===== src/rtl/fifo_read_streamer_pkg.sv =====
`default_nettype none
// ============================================================================
//  Module      : fifo_read_streamer_pkg
//  Description : Shared constants and helpers for the FIFO read streamer:
//                elastic-buffer depth limits, the default word width shared
//                with the async FIFO top, and a ceiling-log2 helper used to
//                size pointers and occupancy counters.
//  Revision    : 1.0 - initial release
// ============================================================================
package fifo_read_streamer_pkg;

    // Legal elastic-buffer depth range.
    localparam int c_BUF_DEPTH_MIN     = 2;
    localparam int c_BUF_DEPTH_MAX     = 8;

    // Word width of the async FIFO this block consumes from.
    localparam int c_DATA_BITS_DEFAULT = 8;

    // Ceiling log2 for small positive values (0 for value <= 1).
    function automatic int clog2_f(input int value);
        int result;
        result = 0;
        for (int i = 0; i < 31; i++) begin
            if ((1 << i) < value) begin
                result = i + 1;
            end
        end
        return result;
    endfunction

endpackage
`default_nettype wire


===== src/rtl/read_elastic_buffer.sv =====
`default_nettype none
// ============================================================================
//  Module      : read_elastic_buffer
//  Description : Circular elastic buffer between the FIFO capture register
//                and the downstream valid/ready stream. Holds up to
//                BUF_DEPTH words; head entry is presented while occupied.
//  Revision    : 1.0 - initial release
// ============================================================================
module read_elastic_buffer
    import fifo_read_streamer_pkg::*;
#(
    parameter int DATA_BITS = c_DATA_BITS_DEFAULT,
    parameter int BUF_DEPTH = 3
) (
    input  logic                                 clk_i,
    input  logic                                 rst_ni,
    input  logic                                 push_i,
    input  logic [DATA_BITS-1:0]                 push_data_i,
    input  logic                                 pop_i,
    output logic                                 valid_o,
    output logic [DATA_BITS-1:0]                 data_o,
    output logic [clog2_f(BUF_DEPTH + 1)-1:0]    occ_o
);

    localparam int PTR_W = clog2_f(BUF_DEPTH);
    localparam int OCC_W = clog2_f(BUF_DEPTH + 1);
    localparam logic [PTR_W-1:0] c_LAST_PTR = PTR_W'(BUF_DEPTH - 1);

    logic [DATA_BITS-1:0] mem_q [BUF_DEPTH];
    logic [PTR_W-1:0]     head_q, head_d;
    logic [PTR_W-1:0]     tail_q, tail_d;
    logic [OCC_W-1:0]     occ_q,  occ_d;
    logic                 w_pop;

    // A pop with nothing buffered is ignored so occupancy can never underflow.
    assign w_pop = pop_i && (occ_q != '0);

    // Next pointers (wrapping at the last entry) and occupancy.
    always_comb begin
        head_d = head_q;
        tail_d = tail_q;
        occ_d  = occ_q;
        if (push_i) begin
            tail_d = (tail_q == c_LAST_PTR) ? '0 : tail_q + 1'b1;
        end
        if (w_pop) begin
            head_d = (head_q == c_LAST_PTR) ? '0 : head_q + 1'b1;
        end
        case ({push_i, w_pop})
            2'b10:   occ_d = occ_q + 1'b1;
            2'b01:   occ_d = occ_q - 1'b1;
            default: occ_d = occ_q;
        endcase
    end

    // Pointer and occupancy registers.
    always_ff @(posedge clk_i or negedge rst_ni) begin
        if (!rst_ni) begin
            head_q <= '0;
            tail_q <= '0;
            occ_q  <= '0;
        end else begin
            head_q <= head_d;
            tail_q <= tail_d;
            occ_q  <= occ_d;
        end
    end

    // Storage written at the tail; cleared on reset so the idle output reads zero.
    always_ff @(posedge clk_i or negedge rst_ni) begin
        if (!rst_ni) begin
            for (int i = 0; i < BUF_DEPTH; i++) begin
                mem_q[i] <= '0;
            end
        end else if (push_i) begin
            mem_q[tail_q] <= push_data_i;
        end
    end

    assign valid_o = (occ_q != '0);
    assign data_o  = mem_q[head_q];
    assign occ_o   = occ_q;

endmodule
`default_nettype wire


===== src/rtl/fifo_read_streamer.sv =====
`default_nettype none
// ============================================================================
//  Module      : fifo_read_streamer
//  Description : Read-side consumer of the async FIFO. Issues rd_en from the
//                registered empty flag when a buffer slot is free, captures
//                the registered FIFO output one cycle later, and streams the
//                words out as valid/ready. Counts completed handshakes.
//  Revision    : 1.0 - initial release
// ============================================================================
module fifo_read_streamer
    import fifo_read_streamer_pkg::*;
#(
    parameter int DATA_BITS = c_DATA_BITS_DEFAULT,
    parameter int BUF_DEPTH = 3,
    parameter int CNT_BITS  = 16
) (
    input  logic                 rd_clk,
    input  logic                 rd_rst,
    input  logic                 enable,
    input  logic                 empty,
    output logic                 rd_en,
    input  logic [DATA_BITS-1:0] fifo_data,
    output logic                 m_valid,
    input  logic                 m_ready,
    output logic [DATA_BITS-1:0] m_data,
    output logic [CNT_BITS-1:0]  word_count,
    output logic                 idle
);

    localparam int OCC_W = clog2_f(BUF_DEPTH + 1);
    localparam logic [OCC_W:0] c_DEPTH = (OCC_W + 1)'(BUF_DEPTH);

    logic                run_q;
    logic                inflight_q;
    logic [CNT_BITS-1:0] count_q, count_d;
    logic [OCC_W-1:0]    w_occ;
    logic [OCC_W:0]      w_reserved;
    logic                w_pop;

    // Slots already spoken for: buffered words plus the word on its way in.
    // Reserving at issue time is what makes a capture overflow impossible.
    assign w_reserved = {1'b0, w_occ} + {{OCC_W{1'b0}}, inflight_q};

    // Issue depends only on registered state and FIFO flags, never on m_ready.
    // run_q keeps rd_en low while reset is asserted.
    assign rd_en = run_q && enable && !empty && (w_reserved < c_DEPTH);

    assign w_pop   = m_valid && m_ready;
    assign count_d = w_pop ? count_q + 1'b1 : count_q;

    // Read-issue bookkeeping and the delivered-word counter.
    always_ff @(posedge rd_clk or negedge rd_rst) begin
        if (!rd_rst) begin
            run_q      <= 1'b0;
            inflight_q <= 1'b0;
            count_q    <= '0;
        end else begin
            run_q      <= 1'b1;
            inflight_q <= rd_en;
            count_q    <= count_d;
        end
    end

    read_elastic_buffer #(
        .DATA_BITS (DATA_BITS),
        .BUF_DEPTH (BUF_DEPTH)
    ) u_buf (
        .clk_i       (rd_clk),
        .rst_ni      (rd_rst),
        .push_i      (inflight_q),
        .push_data_i (fifo_data),
        .pop_i       (w_pop),
        .valid_o     (m_valid),
        .data_o      (m_data),
        .occ_o       (w_occ)
    );

    assign word_count = count_q;
    assign idle       = (w_occ == '0) && !inflight_q;

endmodule
`default_nettype wire


===== config.mk =====
export PLATFORM = sky130hd
export DESIGN_NAME = fifo_read_streamer
export DESIGN_NICKNAME = d
export VERILOG_FILES = /design/src/rtl/fifo_read_streamer_pkg.sv /design/src/rtl/read_elastic_buffer.sv /design/src/rtl/fifo_read_streamer.sv
export SDC_FILE = /design/constraint.sdc
export NUM_CORES = 1
export LEC_CHECK = 0
export ABC_AREA = 1
export ABC_CLOCK_PERIOD_IN_PS = 1800
export CORE_MARGIN = 1
export CORE_UTILIZATION = 25
export CTS_BUF_LIST = sky130_fd_sc_hd__clkbuf_16
export CTS_CLUSTER_SIZE = 28
export DETAILED_ROUTE_END_ITERATION = 8
export DONT_BUFFER_PORTS = 1
export PLACE_DENSITY = 0.5
export SKIP_LAST_GASP = 1
export SYNTH_ARGS = -nofsm -noshare
export SYNTH_HDL_FRONTEND = slang
export SYNTH_SLANG_ARGS = --single-unit

===== constraint.sdc =====
create_clock -name rd_clk -period 1.8 [get_ports rd_clk]
set_input_delay 0.18 -clock rd_clk [delete_from_list [all_inputs] [get_ports rd_clk]]
set_output_delay 0.18 -clock rd_clk [all_outputs]
set_load 0.01 [all_outputs]

======== Word level (Yosys, flattened, before mapping) ========
Index checks and enable logic that the tools add are counted.
storage, ports and cells
  register bits after elaboration ......... 48
  input bits .............................. 13
cells by class
  $add $sub $neg .......................... 6
  magnitude comparators ................... 4
  equality and inequality tests ........... 4
  mux-type cells .......................... 9
  bitwise operators ....................... 2
  reductions and logical operators ........ 12
operators by type and width
  operator                 number
  $bwmux W24               1
  $mux W8                  3
  $add A16 B1 Y16 const B  1
  $bmux W8 S2              1
  $demux W8 S2             1
  $logic_and A1 B1 Y1      7
  $add A2 B1 Y2 const B    3
  $eq A2 B2 Y1 const B     3
  $ge A3 B3 Y1 const B     2
  $not A2 Y3               2
  $mux W2                  2
  $pmux W2 S2              1
  $reduce_bool A2 Y1       2
  $add A2 B1 Y3            1
  $lt A3 B1 Y1 const B     1
  $lt A3 B2 Y1 const B     1
  $eq A2 B1 Y1 const B     1
  $logic_not A1 Y1         2
  $logic_not A2 Y1         1
  $sub A2 B1 Y2 const B    1

======== Depth between registers and ports, before layout ========
  depth after elaboration ................. 6
  depth in mapped cells ................... 8
  gate-level depth less buffers ........... 8

======== By module ========
From an unflattened synthesis, not the netlist that was laid out.
unflattened totals
  cells, all modules ...................... 262
  area total of the unflattened synthesis .. 2,367.3 µm²
by module, submodules not included
  module               times used  cells each  area an instance (µm²)  sequential area each (µm²)
  read_elastic_buffer  1           155         1,441.4                 750.7
  fifo_read_streamer   1           107         925.9                   450.4

======== Worst setup path after synthesis ========
No wires, ideal clock.
  kind .................................... flip-flop to flip-flop
  from .................................... register u_buf.occ_q[0] (netlist: u_buf.occ_o[0])
  to ...................................... register u_buf.occ_q[1] (netlist: u_buf.occ_o[1])
  setup time .............................. 0.125 ns
  arrival time ............................ 1.423 ns
  path slack .............................. 0.252 ns
  stages on the path, launching flop included .. 8
  path buffers ............................ 1
  clock period less this slack ............ 1.548 ns
  cell sequence ........................... dfrtp_1 nor2_2 nor2_4 buf_4 ha_1 a21oi_1 o21ai_0 xnor2_1
on the way
  word-level cells in the longest chain between the ends .. 5
  elaborated cells between the ends (all ways) .. 9
RTL lines
  element                                            line                       text
  from (decl)                                        read_elastic_buffer.sv:32  logic [OCC_W-1:0] occ_q, occ_d;
  from (signal assigned)                             read_elastic_buffer.sv:61  occ_q <= '0;
  from (signal assigned)                             read_elastic_buffer.sv:65  occ_q <= occ_d;
  $reduce_bool A2 Y1 *                               read_elastic_buffer.sv:80  assign valid_o = (occ_q != '0);
  $logic_and A1 B1 Y1 *                              fifo_read_streamer.sv:48   assign w_pop = m_valid && m_ready;
  named net u_buf.pop_i                              read_elastic_buffer.sv:19  input logic pop_i,
  $logic_and A1 B1 Y1 *                              read_elastic_buffer.sv:36  assign w_pop = pop_i && (occ_q != '0);
  $eq A2 B1 Y1 or $eq A2 B2 Y1 (tied branches)       read_elastic_buffer.sv:49  case ({push_i, w_pop})
  $pmux W2 S2 or $reduce_bool A2 Y1 (tied branches)  --
The timed path passes the listed nets; every way through them passes the cells marked *.
A chain may end at the register's enable or synchronous reset.

======== Final worst setup path ========
  from .................................... register u_buf.occ_q[0] (netlist: u_buf.occ_o[0])
  to ...................................... output rd_en
on the way
  word-level cells in the longest chain between the ends .. 3
RTL lines
  element              line                      text
  $add A2 B1 Y3        fifo_read_streamer.sv:42  assign w_reserved = {1'b0, w_occ} + {{OCC_W{1'b0}}, inflight_q};
  $lt A3 B2 Y1         fifo_read_streamer.sv:46  assign rd_en = run_q && enable && !empty && (w_reserved < c_DEPTH);
  $logic_and A1 B1 Y1  fifo_read_streamer.sv:46
  to (decl)            fifo_read_streamer.sv:21  output logic rd_en,
No other way between the ends.

==> qor.yml <==
synth:
  synth.avg_cell_area_um2: 8.72
  synth.distinct_cells: 23
  synth.largest_area_cell: "dfrtp_1"
  synth_nets: 287
  synth-seq-cells: 48
  synth_top_area_frac: 0.510
  syn_inst: 270
  synth_area_leaders: "dfrtp_1 51%, nand2_1 14%, o21ai_2 6.0%, inv_1 4.5%, nand3_1 3.2%"
  syn-cell-area_mm2: 0.00235
  ys_seq_area_frac: 0.510
  yosysWarnings: 0
sta:
  finalMaxSlewViolations: 0
  timing.final.crit_share: 0.923
  fmax_mhz: 602
  setup_viol: 0
  skew_ns: 0.00635
  hold_viol: 0
  rsz0062_at_grt: "no"
  finalCriticalPeriod_ns: 1.66
  setup_tns_ns: 0
route:
  drt_pass1_iterations: 4
  vias: 1715
  remaining_drc_errors: 0
  wl_per_cell_um: 12.8
  antenna_left: 0
  wirelength_um: 5020
  first_iter_violations: 92
  avgViaCountPerCell: 4.38
floorplanning:
  rows: 35
  fp.dieH_um: 99.1
  coreArea_mm2: 0.00920
  initial_utilization: 0.256
  die_w_um: 99.1
  die-area_mm2: 0.00981
  ios: 40
pwr:
  cellPowerDensity_mw_per_mm2: 1600
  ir_worst_vdd_v: 0.000479
  power.static_leakage_nw: 1.26
grt:
  grt_max_degree: 49
  grt_util_all_layers: 0.113
  grt_overflow: 0
  antenna_found_initial: 0
  grt_pass1_wl_um: 8600
  grt_pass1_vias: 1659
clocking:
  tritoncts: "done"
  h-tree-depth: 2
  cts_setup_buffers: 0
  path_clk_slew_ns: 0.06
  clockRootBuffer: "clkbuf_16"
  clock_sinks: 48
  insertion_delay_ns: 0.28
  ctsLongestPathBuffers: 2
  cts_buffers: 5
finish:
  drive_gt1_frac: 0.146
  areaGrowthSynthToFinish_pct: 15.7
  layout.cells.non_filler: 392
  nets: 298
  diodes: 0
worst_setup_path:
  cp.arrival_ns: 1.48
  path_class: "reg2out"
  crit_required_ns: 1.62
  reg2reg_depth: 6
  critPathLaunchType: "register"
  worstPathMaxFanout: 6
  r2r_end: "u_buf.occ_o[1]$_DFFE_PN0P_"
  r2r_slack_ns: 0.33
  endpoint_kind: "output pin"
  r2r_start: "u_buf.occ_o[0]$_DFFE_PN0P_"
placed_design:
  port_buffers: 0
  gp_congestion: 0.747
  dpl.cell_count: 383
  dp_hpwl_um: 3520
min_path:
  whs_endpoint: "inflight_q$_DFF_PN0_"
  worstHoldStart: "enable"
  worstHoldPathCells: 2
  worstHoldPathType: "in2reg"
run_status:
  status: "completed"
run:
  maxCapViolCount: 0
-- how the worst max path moves through the flow --
stage	start	to	slack [ns]	depth (start not counted)
after global routing	u_buf.occ_o[0]$_DFFE_PN0P_	rd_en	0.03	5
after floorplan	u_buf.occ_o[0]$_DFFE_PN0P_	u_buf.occ_o[1]$_DFFE_PN0P_	0.25	7
after detailed placement	u_buf.occ_o[0]$_DFFE_PN0P_	u_buf.occ_o[1]$_DFFE_PN0P_	0.32	6
after global placement	word_count[1]$_DFFE_PN0P_	word_count[8]$_DFFE_PN0P_	0.37	8
after CTS	u_buf.occ_o[0]$_DFFE_PN0P_	rd_en	0.05	5
final	u_buf.occ_o[0]$_DFFE_PN0P_	rd_en	0.14	5
-- cells in the final DEF, fill, tap and decap left out --
master / n
a21oi_1: 1
a21oi_2: 1
buf_16: 1
buf_4: 6
bufinv_16: 2
clkbuf_16: 5
conb_1: 1
dfrtp_1: 48
dlygate4sd3_1: 1
ha_1: 4
inv_1: 28
nand2_1: 90
nand2_2: 1
nand3_1: 15
nand3_4: 3
nand3b_1: 1
nand4_1: 7
nor2_1: 18
nor2_2: 5
nor2_4: 1
nor3_1: 1
o21ai_0: 5
o21ai_1: 9
o21ai_2: 16
o21bai_1: 1
xnor2_1: 6
xor2_1: 4
-- cell usage after synthesis, drive strengths merged --
cell type,number
conb,1
o21bai,1
o21ai,30
nand4,7
buf,4
dfrtp,48
nor2,24
nand3,18
nand3b,1
xor2,4
xnor2,6
ha,4
inv,28
nand2,91
nor3,1
a21oi,2
-- final cells by class --
type,count,area [um^2]
Clock buffer,5,125
Clock inverter,2,60.1
Fill cell,998,6470
Multi-Input combinational cell,190,1010
Inverter,28,105
Timing Repair Buffer,8,82.6
Sequential cell,48,1200
Tap cell,111,139
-- where the power goes --
part           switching (mW)  total (mW)  internal, mW
sequential              0.326        1.81          1.48
clock                   0.390        1.18         0.788
combinational           0.849        1.37         0.517
total                    1.57        4.35          2.79
-- per-stage QoR --
stage	setup slack [ns]	utilization	cell area (um^2)	total power [mW]	hold slack (ns)
2_1_floorplan	0.252	-	2350	2.82	-0.116
3_5_place_dp	0.324	0.272	2500	3.19	-0.112
5_1_grt	0.0345	0.296	2720	4.73	0.0782
3_3_place_gp	0.374	0.272	2500	3.16	-0.112
6_report	0.139	0.296	2720	4.35	0.0781
4_1_cts	0.0471	0.296	2720	4.42	0.0881
-- worst max-delay path, stage by stage, from the launching register on --
cell and delay [ns]:
dfrtp_1 0.45, ha_1 0.22, ha_1 0.17, nor2_1 0.08, nand3_1 0.09, a21oi_2 0.20
-- state kept, by name, summed over array words and instances (netlist names) --
register / count
inflight_q: 1
run_q: 1
u_buf.head_q: 2
u_buf.mem_q: 24
u_buf.occ_o: 2
u_buf.tail_q: 2
word_count: 16
-- cell families after synthesis --
| logic type | after synthesis | share of synthesized area |
|---|---|---|
| compound gates | 33 | 0.0967 |
| simple gates | 142 | 0.271 |
| flops | 48 | 0.510 |
| fa+ha+maj | 4 | 0.0213 |
| buf+inv | 32 | 0.0622 |
| xor+xnor | 10 | 0.0372 |
| other cells | 1 | 0.00159 |
-- timing repair --
item,in CTS,in global routing
gates resized for setup,0,1
hold endpoints to repair,48,0
setup endpoints to repair,0,1
hold buffers,2,0
-- metal layers --
metal / part of all wire / vias to the layer above / global-route usage
li1: - / 881 / -
met4: 0.012 / 0 / 0.0339
met5: 0 / - / 0
met3: 0.054 / 6 / 0.0362
met2: 0.46 / 41 / 0.180
met1: 0.47 / 787 / 0.146
No activity file was read; power rests on OpenSTA's default activity.
